**config.mk**
```make
export PLATFORM = sky130hd
export DESIGN_NAME = util_sym_pack_flat
export DESIGN_NICKNAME = d
export VERILOG_FILES = /design/src/rtl/util_sym_pack_pkg.sv /design/src/rtl/util_sym_pack_if.sv /design/src/rtl/util_sym_pack_acc.sv /design/src/rtl/util_sym_pack.sv /design/src/flat_wrapper.sv
export SDC_FILE = /design/constraint.sdc
export NUM_CORES = 1
export LEC_CHECK = 0
export ABC_AREA = 1
export BUFFER_PORTS_ARGS = -buffer_cell sky130_fd_sc_hd__buf_2
export CELL_PAD_IN_SITES_DETAIL_PLACEMENT = 1
export CELL_PAD_IN_SITES_GLOBAL_PLACEMENT = 1
export CORE_ASPECT_RATIO = 0.6
export CORE_MARGIN = 5
export CORE_UTILIZATION = 36
export DETAILED_ROUTE_END_ITERATION = 10
export GPL_TIMING_DRIVEN = 0
export MAX_ROUTING_LAYER = met4
export PLACE_DENSITY = 0.79
export SLEW_MARGIN = 0
export SYNTH_ARGS = -nofsm -noshare
export SYNTH_HDL_FRONTEND = slang
export SYNTH_SLANG_ARGS = --single-unit
export TNS_END_PERCENT = 10
```
**constraint.sdc**
```tcl
create_clock -name clk -period 1.55 [get_ports clk]
set_clock_uncertainty 0.2 [all_clocks]
set_input_delay 0 -clock clk [delete_from_list [all_inputs] [get_ports clk]]
set_output_delay 0 -clock clk [all_outputs]
set_load 0.01 [all_outputs]
```
**src/rtl/util_sym_pack_pkg.sv**
```systemverilog
// Shared definitions for the symbol packer: slot ordering, counter sizing and slot-index helper.
package util_sym_pack_pkg;

  typedef enum logic {
    ORDER_LSB_FIRST = 1'b0,
    ORDER_MSB_FIRST = 1'b1
  } order_e;

  function automatic int unsigned clog2(input int unsigned v);
    int unsigned r;
    r = 0;
    while ((32'd1 << r) < v) r++;
    return r;
  endfunction

  function automatic int unsigned cnt_width(input int unsigned s_num);
    return (clog2(s_num) < 1) ? 1 : clog2(s_num);
  endfunction

  // Maps the arrival index of a symbol to its slot in the output word.
  function automatic int unsigned slot_idx(input int unsigned cnt,
                                           input int unsigned s_num,
                                           input order_e      order);
    return (order == ORDER_MSB_FIRST) ? (s_num - 1 - cnt) : cnt;
  endfunction

endpackage

```
**src/rtl/util_sym_pack_if.sv**
```systemverilog
// Symbol-in / word-out stream bundle for util_sym_pack.
interface util_sym_pack_if #(
  parameter int unsigned S_NUM = 4,
  parameter int unsigned B_NUM = 8
);
  logic                   s_valid;
  logic                   s_ready;
  logic [B_NUM-1:0]       s_data;
  logic                   s_last;
  logic                   m_valid;
  logic                   m_ready;
  logic [S_NUM*B_NUM-1:0] m_data;
  logic [S_NUM-1:0]       m_keep;
  logic                   m_last;

  modport slave (
    input  s_valid, s_data, s_last, m_ready,
    output s_ready, m_valid, m_data, m_keep, m_last
  );

  modport master (
    output s_valid, s_data, s_last, m_ready,
    input  s_ready, m_valid, m_data, m_keep, m_last
  );
endinterface

```
**src/rtl/util_sym_pack_acc.sv**
```systemverilog
// Slot counter and accumulator/keep write-decoder; `word`/`keep` include the current beat.
// Build option: UTIL_SYM_PACK_MSB_FIRST_EN places the first symbol in the top slot.
module util_sym_pack_acc
  import util_sym_pack_pkg::*;
#(
  parameter int unsigned S_NUM = 4,
  parameter int unsigned B_NUM = 8
) (
  input  logic                   clk,
  input  logic                   rst,
  input  logic                   accept,
  input  logic [B_NUM-1:0]       s_data,
  input  logic                   s_last,
  output logic                   done,
  output logic [S_NUM*B_NUM-1:0] word,
  output logic [S_NUM-1:0]       keep
);
  localparam int unsigned W     = S_NUM * B_NUM;
  localparam int unsigned CNT_W = cnt_width(S_NUM);
`ifdef UTIL_SYM_PACK_MSB_FIRST_EN
  localparam order_e ORDER = ORDER_MSB_FIRST;
`else
  localparam order_e ORDER = ORDER_LSB_FIRST;
`endif

  logic [CNT_W-1:0] cnt_q, cnt_d;
  logic [W-1:0]     acc_q, acc_d;
  logic [S_NUM-1:0] keep_q, keep_d;
  int unsigned      slot;

  assign slot = slot_idx(32'(cnt_q), S_NUM, ORDER);
  assign done = accept & ((cnt_q == CNT_W'(S_NUM - 1)) | s_last);

  always_comb begin
    word   = acc_q;
    keep   = keep_q;
    acc_d  = acc_q;
    keep_d = keep_q;
    cnt_d  = cnt_q;
    if (accept) begin
      for (int unsigned i = 0; i < S_NUM; i++) begin
        if (i == slot) begin
          word[i*B_NUM +: B_NUM] = s_data;
          keep[i]                = 1'b1;
        end
      end
      // A closing beat hands the word to the output register and restarts at slot 0.
      if (done) begin
        acc_d  = '0;
        keep_d = '0;
        cnt_d  = '0;
      end else begin
        acc_d  = word;
        keep_d = keep;
        cnt_d  = cnt_q + CNT_W'(1);
      end
    end
  end

  always_ff @(posedge clk) begin
    if (rst) begin
      cnt_q  <= '0;
      acc_q  <= '0;
      keep_q <= '0;
    end else begin
      cnt_q  <= cnt_d;
      acc_q  <= acc_d;
      keep_q <= keep_d;
    end
  end

endmodule

```
**src/rtl/util_sym_pack.sv**
```systemverilog
// Sequential symbol packer: B_NUM-bit symbols in, one S_NUM*B_NUM-bit word out with keep/last.
// Build option: UTIL_SYM_PACK_MSB_FIRST_EN selects MSB-first slot ordering (see util_sym_pack_acc).
module util_sym_pack
  import util_sym_pack_pkg::*;
#(
  parameter int unsigned S_NUM = 4,
  parameter int unsigned B_NUM = 8
) (
  input  logic            clk,
  input  logic            rst,
  util_sym_pack_if.slave  bus
);
  localparam int unsigned W = S_NUM * B_NUM;

  logic             accept;
  logic             done;
  logic [W-1:0]     word;
  logic [S_NUM-1:0] word_keep;

  logic             m_valid_q, m_valid_d;
  logic [W-1:0]     m_data_q,  m_data_d;
  logic [S_NUM-1:0] m_keep_q,  m_keep_d;
  logic             m_last_q,  m_last_d;

  assign bus.s_ready = !m_valid_q | bus.m_ready;
  assign accept      = bus.s_valid & bus.s_ready;

  util_sym_pack_acc #(
    .S_NUM (S_NUM),
    .B_NUM (B_NUM)
  ) u_acc (
    .clk    (clk),
    .rst    (rst),
    .accept (accept),
    .s_data (bus.s_data),
    .s_last (bus.s_last),
    .done   (done),
    .word   (word),
    .keep   (word_keep)
  );

  // A closing accept can only happen when the register is empty or draining, so loading wins.
  always_comb begin
    m_valid_d = m_valid_q;
    m_data_d  = m_data_q;
    m_keep_d  = m_keep_q;
    m_last_d  = m_last_q;
    if (done) begin
      m_valid_d = 1'b1;
      m_data_d  = word;
      m_keep_d  = word_keep;
      m_last_d  = bus.s_last;
    end else if (bus.m_ready) begin
      m_valid_d = 1'b0;
    end
  end

  always_ff @(posedge clk) begin
    if (rst) begin
      m_valid_q <= 1'b0;
      m_data_q  <= '0;
      m_keep_q  <= '0;
      m_last_q  <= 1'b0;
    end else begin
      m_valid_q <= m_valid_d;
      m_data_q  <= m_data_d;
      m_keep_q  <= m_keep_d;
      m_last_q  <= m_last_d;
    end
  end

  assign bus.m_valid = m_valid_q;
  assign bus.m_data  = m_data_q;
  assign bus.m_keep  = m_keep_q;
  assign bus.m_last  = m_last_q;

endmodule

```
**src/flat_wrapper.sv**
```systemverilog
// flat-port wrapper written by rule: the top's interface ports become plain ports
module util_sym_pack_flat import util_sym_pack_pkg::*;
#(
  parameter int unsigned S_NUM = 4,
  parameter int unsigned B_NUM = 8
)
  (clk, rst, bus_s_valid, bus_s_data, bus_s_last, bus_m_ready, bus_s_ready, bus_m_valid, bus_m_data, bus_m_keep, bus_m_last);
  util_sym_pack_if #(.S_NUM(S_NUM), .B_NUM(B_NUM)) bus_i ();
  input  logic clk;
  input  logic rst;
  input wire logic [$bits(bus_i.s_valid)-1:0] bus_s_valid;
  input wire logic [$bits(bus_i.s_data)-1:0] bus_s_data;
  input wire logic [$bits(bus_i.s_last)-1:0] bus_s_last;
  input wire logic [$bits(bus_i.m_ready)-1:0] bus_m_ready;
  output wire logic [$bits(bus_i.s_ready)-1:0] bus_s_ready;
  output wire logic [$bits(bus_i.m_valid)-1:0] bus_m_valid;
  output wire logic [$bits(bus_i.m_data)-1:0] bus_m_data;
  output wire logic [$bits(bus_i.m_keep)-1:0] bus_m_keep;
  output wire logic [$bits(bus_i.m_last)-1:0] bus_m_last;
  assign bus_i.s_valid = bus_s_valid;
  assign bus_i.s_data = bus_s_data;
  assign bus_i.s_last = bus_s_last;
  assign bus_i.m_ready = bus_m_ready;
  assign bus_s_ready = bus_i.s_ready;
  assign bus_m_valid = bus_i.m_valid;
  assign bus_m_data = bus_i.m_data;
  assign bus_m_keep = bus_i.m_keep;
  assign bus_m_last = bus_i.m_last;
  util_sym_pack #(.S_NUM(S_NUM), .B_NUM(B_NUM)) u_core (.clk(clk), .rst(rst), .bus(bus_i));
endmodule
```
# == Word-level counts from Yosys, hierarchy flattened ==
# Cells that the tools add are included.
# W data, S select, Z words.
# totals
ff_bits,76
in_bits,13
# op_classes
add_sub_neg,1
n_eq_ne,4
n_mux,15
bitwise,4
n_reduce_logical,3
# op_table
cell,n
$mux W32,2
$logic_not A32 Y1,1
$mux W8,4
$mux W4,2
$mux W1,6
$eq A2 B2 Y1 const A,2
$add A2 B1 Y2 const B,1
$and A1 B1 Y1,2
$eq A1 B2 Y1 const A,1
$eq A2 B2 Y1 const B,1
$mux W2,1
$or A1 B1 Y1,2
$reduce_bool A2 Y1,1
$logic_not A1 Y1,1

# == Depth between registers and ports, before layout ==
# logic_depth
ltp_word,5
ltp_mapped,8
ltp_nobuf,7

# == Hierarchy ==
# From an unflattened synthesis, not the netlist that was laid out.
# unflattened
hier_cells,453
hier_area_um2,3229.3
# by_module_without_submodules
mod,n_inst,cells_per_inst,area_per_inst_um2,seq_area_each_um2
util_sym_pack_acc,1,287,1848.0,760.7
util_sym_pack,1,166,1381.3,760.7

# == Worst setup path after synthesis ==
# No wires, ideal clock.
# synth_timing
path_kind,flip-flop to flip-flop
from,register u_core.u_acc.cnt_q[0]
to,register u_core.m_data_q[10] (netlist: u_core.bus.m_data[10])
setup_ns,0.113
arrival_ns,1.217
required_time_ns,1.237
path_slack_ns,0.021
path_stages_with_launch,9
n_path_buf,2
period_less_slack_ns,1.529
cell_sequence,dfxtp_1 > ha_1 > inv_2 > nand2_2 > nand3_4 > buf_6 > buf_6 > nand3_1 > nand2_1
# synth_between
elab_chain_len,3
word_cells_on_any_way,6
# synth_lines
element,line,source
from (decl),util_sym_pack_acc.sv:26,"logic [CNT_W-1:0] cnt_q, cnt_d;"
from (signal assigned),util_sym_pack_acc.sv:66,cnt_q <= cnt_d;
$eq A1 B2 Y1 / $eq A2 B2 Y1 (equally long branches),"util_sym_pack_acc.sv:42, util_sym_pack_acc.sv:32",
$mux W8 / $or A1 B1 Y1 (equally long branches),"util_sym_pack_acc.sv:42, util_sym_pack_acc.sv:32",
$mux W32 / $and A1 B1 Y1 (equally long branches),"util_sym_pack_acc.sv:40, util_sym_pack_acc.sv:32",
to (signal assigned),util_sym_pack.sv:66,m_data_q <= m_data_d;
to (decl),util_sym_pack.sv:21,"logic [W-1:0] m_data_q, m_data_d;"
# Parallel ways exist; a longest one is shown, timed or not.
# A chain may end at the register's enable or synchronous reset.

# == Final worst setup path ==
# layout_timing
from,register u_core.u_acc.cnt_q[0]
to,register u_core.m_data_q[20] (netlist: u_core.bus.m_data[20])
# layout_between
elab_chain_len,3
word_cells_on_any_way,6
# layout_lines
element,line
$eq A2 B2 Y1 (on tied branches),"util_sym_pack_acc.sv:42, util_sym_pack_acc.sv:32"
$mux W8 / $or A1 B1 Y1 (equally long branches),"util_sym_pack_acc.sv:42, util_sym_pack_acc.sv:32"
$mux W32 / $and A1 B1 Y1 (equally long branches),"util_sym_pack_acc.sv:40, util_sym_pack_acc.sv:32"
# Parallel ways exist; a longest one is shown, timed or not.

==> impl_results.md <==
* Outcome: complete, but fails checks
* Failing checks: hold timing, setup timing
* WP data required at 1.63 ns
* Yosys warns at 0
* CP max FO at 10
* Root cell of the clock tree: clkbuf_16
* Final setup fails at 35
* Area of the die at 10820 um^2
* TritonCTS buffer count at 9
* CTS Hold Buffers Added at 11
* Clock sinks at 76
* LEAKAGE at 1.955 nW
* Hold Path Sink: u_core.bus.m_last$_SDFFE_PP0P_
* Reg2Reg Depth at 8
* Fin Setup TNS at -0.5626 ns
* Worst R2R Setup Slack at -0.05 ns
* First-pass GRT wire length at 16670 um
* # IOs at 52
* Pwr dens at 1100 nW/um^2
* Initial Utilization at 0.3708
* RSZ-0062 raised after global routing: yes
* Pre-CTS WS at -0.2690 ns
* Bufs and invs on worst path at 2
* VDD IR max at 0.0005978 V
* Worst setup EP type: flop
* WL/cell at 16.46 um
* Fraction of the yosys area taken by sequential cells at 0.4814
* CP startpoint kind: flop
* Layout area overhead at 28.82%
* Routability cong. at 0.8135
* Antenna cells at 0
* Post-synth cell types at 18
* Row Count at 26
* Core area at 8523 um^2
* CP Class: reg2reg
* H-tree Lvls at 3
* DRC at 0
* Hold_ws at -0.2453 ns
* Pins Over Slew Limit at 0
* Vias/cell at 4.937
* Synth Cell Area at 3161 um^2
* Largest net degree at the start of global routing at 12
* Vias in the first global route at 3274
* Total Routed Length at 10470 um
* Final WS setup at -0.05021 ns
* Yosys reg bits at 76
* Post-route cell area at 4071 um^2
* Critical path arrival at 1.68 ns
* FF-to-FF End: u_core.bus.m_data[20]$_SDFFE_PP0P_
* Worst-case clock buffer depth at 2
* Synthesized area per cell at 7.102 um^2
* Clock edge transition at the registers on the reported setup and hold paths at 0.06 ns
* Reg area at 1529 um^2
* Worst slew margin at 0.6735
* Commonest non-fill, non-tap cell in the layout: nand2_1
* MaxCap Viol Count at 0
* Fin. Hold Viols at 9
* ANT nets after route at 0
* I/O Buffers at 50
* # fillers at 1119
* CP max stage delay at 0.38 ns
* Worst Hold Class: in2reg
* Synth Net Count at 463
* Most Frequent Cell on Critical Path: nand2_1
* DRT Pass-1 Iters at 4
* Die Y at 82.58 um
* DRT iter0 DRCs at 181
* Multi-input gate area at 1449 um^2
* Overall Power at 4.479 mW
* Final Critical Period at 1.600 ns
* Most frequent cells in the layout: 218 x nand2_1, 74 x dfxtp_1, 55 x buf_2, 41 x nand3_1, 29 x a21oi_1
* Post-Syn Instances at 445
* Share of layout cells above drive strength 1 at 0.2080
* CTS tree: built
* CP cell instances: ha_4 > inv_6 > nand2_4 > nand3_4 > nor2_8 > buf_6 > nand2_1 > nand2_1
* Antenna violations before repair at 0
* Grt ovf at 0
* Placed cell areas at 3551 um^2
* Peak Freq at 624.9 MHz
* WHS Path Cells at 2
* Hold Startpoint: rst
* Die W at 131.0 um
* Top delay family on crit path: simple AND/OR/NAND/NOR gates
* Fin nets at 537
* DR vias at 3140
* DP HPWL at 7414 um
* GRT Total Usage at 0.2110
* Skew-Pair Late Insertion Delay at 0.34 ns
* Post-route clock period utilization at 1.032
* Crit-path slowest cell: dfxtp_4
* RR Startpoint: u_core.u_acc.cnt_q[0]$_SDFFE_PP0N_
* Worst-Margin Slew at 0.4898 ns
## worst max-delay path by stage
stage                                        from                            endpoint  slack [ns]  depth (start not counted)
5_1_grt        u_core.u_acc.cnt_q[0]$_SDFFE_PP0N_  u_core.bus.m_data[16]$_SDFFE_PP0P_       -0.13                          8
3_5_place_dp   u_core.u_acc.cnt_q[1]$_SDFFE_PP0N_   u_core.bus.m_keep[1]$_SDFFE_PP0P_       -0.27                          7
3_3_place_gp   u_core.u_acc.cnt_q[1]$_SDFFE_PP0N_   u_core.bus.m_keep[1]$_SDFFE_PP0P_       -0.21                          7
6_report       u_core.u_acc.cnt_q[0]$_SDFFE_PP0N_  u_core.bus.m_data[20]$_SDFFE_PP0P_       -0.05                          8
2_1_floorplan  u_core.u_acc.cnt_q[0]$_SDFFE_PP0N_  u_core.bus.m_data[10]$_SDFFE_PP0P_        0.02                          8
4_1_cts        u_core.u_acc.cnt_q[0]$_SDFFE_PP0N_  u_core.bus.m_data[21]$_SDFFE_PP0P_       -0.02                          8
## worst register-to-register path: cells and delay by family (launching register included)
kind / cells / cell delay [ns]
simple gates: 5 / 0.55
flops: 1 / 0.38
buf+inv: 2 / 0.23
fa+ha+maj: 1 / 0.18
## power by group
| group | internal [mW] | switching (mW) | leakage, nW | total (mW) |
|---|---|---|---|---|
| logic | 0.189 | 0.350 | 1.21 | 0.539 |
| clock network | 1.12 | 0.771 | 0.131 | 1.90 |
| registers | 2.01 | 0.0340 | 0.617 | 2.04 |
| total | 3.32 | 1.16 | 1.96 | 4.48 |
## per-stage QoR
step	util	std cells
3_5_place_dp	0.4166	607
5_1_grt	0.4777	636
2_1_floorplan	-	445
4_1_cts	0.4721	634
3_3_place_gp	0.4166	607
6_report	0.4777	636
## cell usage after synthesis
master | instances | area, um^2
a21oi_1 | 32 | 160.2
a21oi_2 | 1 | 8.760
buf_1 | 2 | 7.510
buf_2 | 13 | 65.06
buf_4 | 3 | 22.52
buf_6 | 5 | 56.30
clkinv_1 | 2 | 7.510
dfxtp_1 | 76 | 1521
ha_1 | 5 | 62.56
inv_1 | 20 | 75.07
inv_2 | 2 | 7.510
nand2_1 | 220 | 825.8
nand2_2 | 4 | 25.02
nand3_1 | 41 | 205.2
nand3_4 | 1 | 17.52
nor2_1 | 10 | 37.54
nor2_8 | 1 | 20.02
o21ai_0 | 7 | 35.03
## layer usage
layer | wire length, um | track usage | up-vias
met3 | 460 | 0.04884 | 15
met4 | 142 | 0.06160 | 0
met2 | 4933 | 0.3487 | 65
met1 | 4933 | 0.2600 | 1529
met5 | 0 | - | -
li1 | - | - | 1531
## final cells by class
class                           instances  share of cell area
Sequential cell                        76              0.3755
Buffer                                 22             0.04579
Tap cell                              112             0.03442
Multi-Input combinational cell        322              0.3559
Inverter                               24             0.02643
Timing Repair Buffer                   64             0.09711
Clock buffer                           14             0.06238
Clock inverter                          2            0.002459
## what timing repair did
action,4_1_cts,5_1_grt
gates resized for setup,30,11
buffers inserted,1,2
hold endpoints to repair,70,9
endpoints found under the setup margin,76,75
pin swaps,2,2
gates cloned,0,0
## state kept, by name, indices dropped and copies added, names as in the netlist
| signal | flops |
|---|---|
| u_core.u_acc.acc_q | 32 |
| u_core.bus.m_last | 1 |
| u_core.bus.m_valid | 1 |
| u_core.u_acc.cnt_q | 2 |
| u_core.bus.m_data | 32 |
| u_core.bus.m_keep | 4 |
| u_core.u_acc.keep_q | 4 |
## cells by family (layout without fill, tap and decap cells)
family | Yosys count | in the layout | synth area share
DFF | 76 | 76 | 0.4814
buffers and inverters | 47 | 126 | 0.07640
AOI/OAI and AO/OA | 40 | 40 | 0.06453
adders and majority gates | 5 | 5 | 0.01979
and+or+nand+nor | 277 | 277 | 0.3579
(Power assumes the default switching activity.)
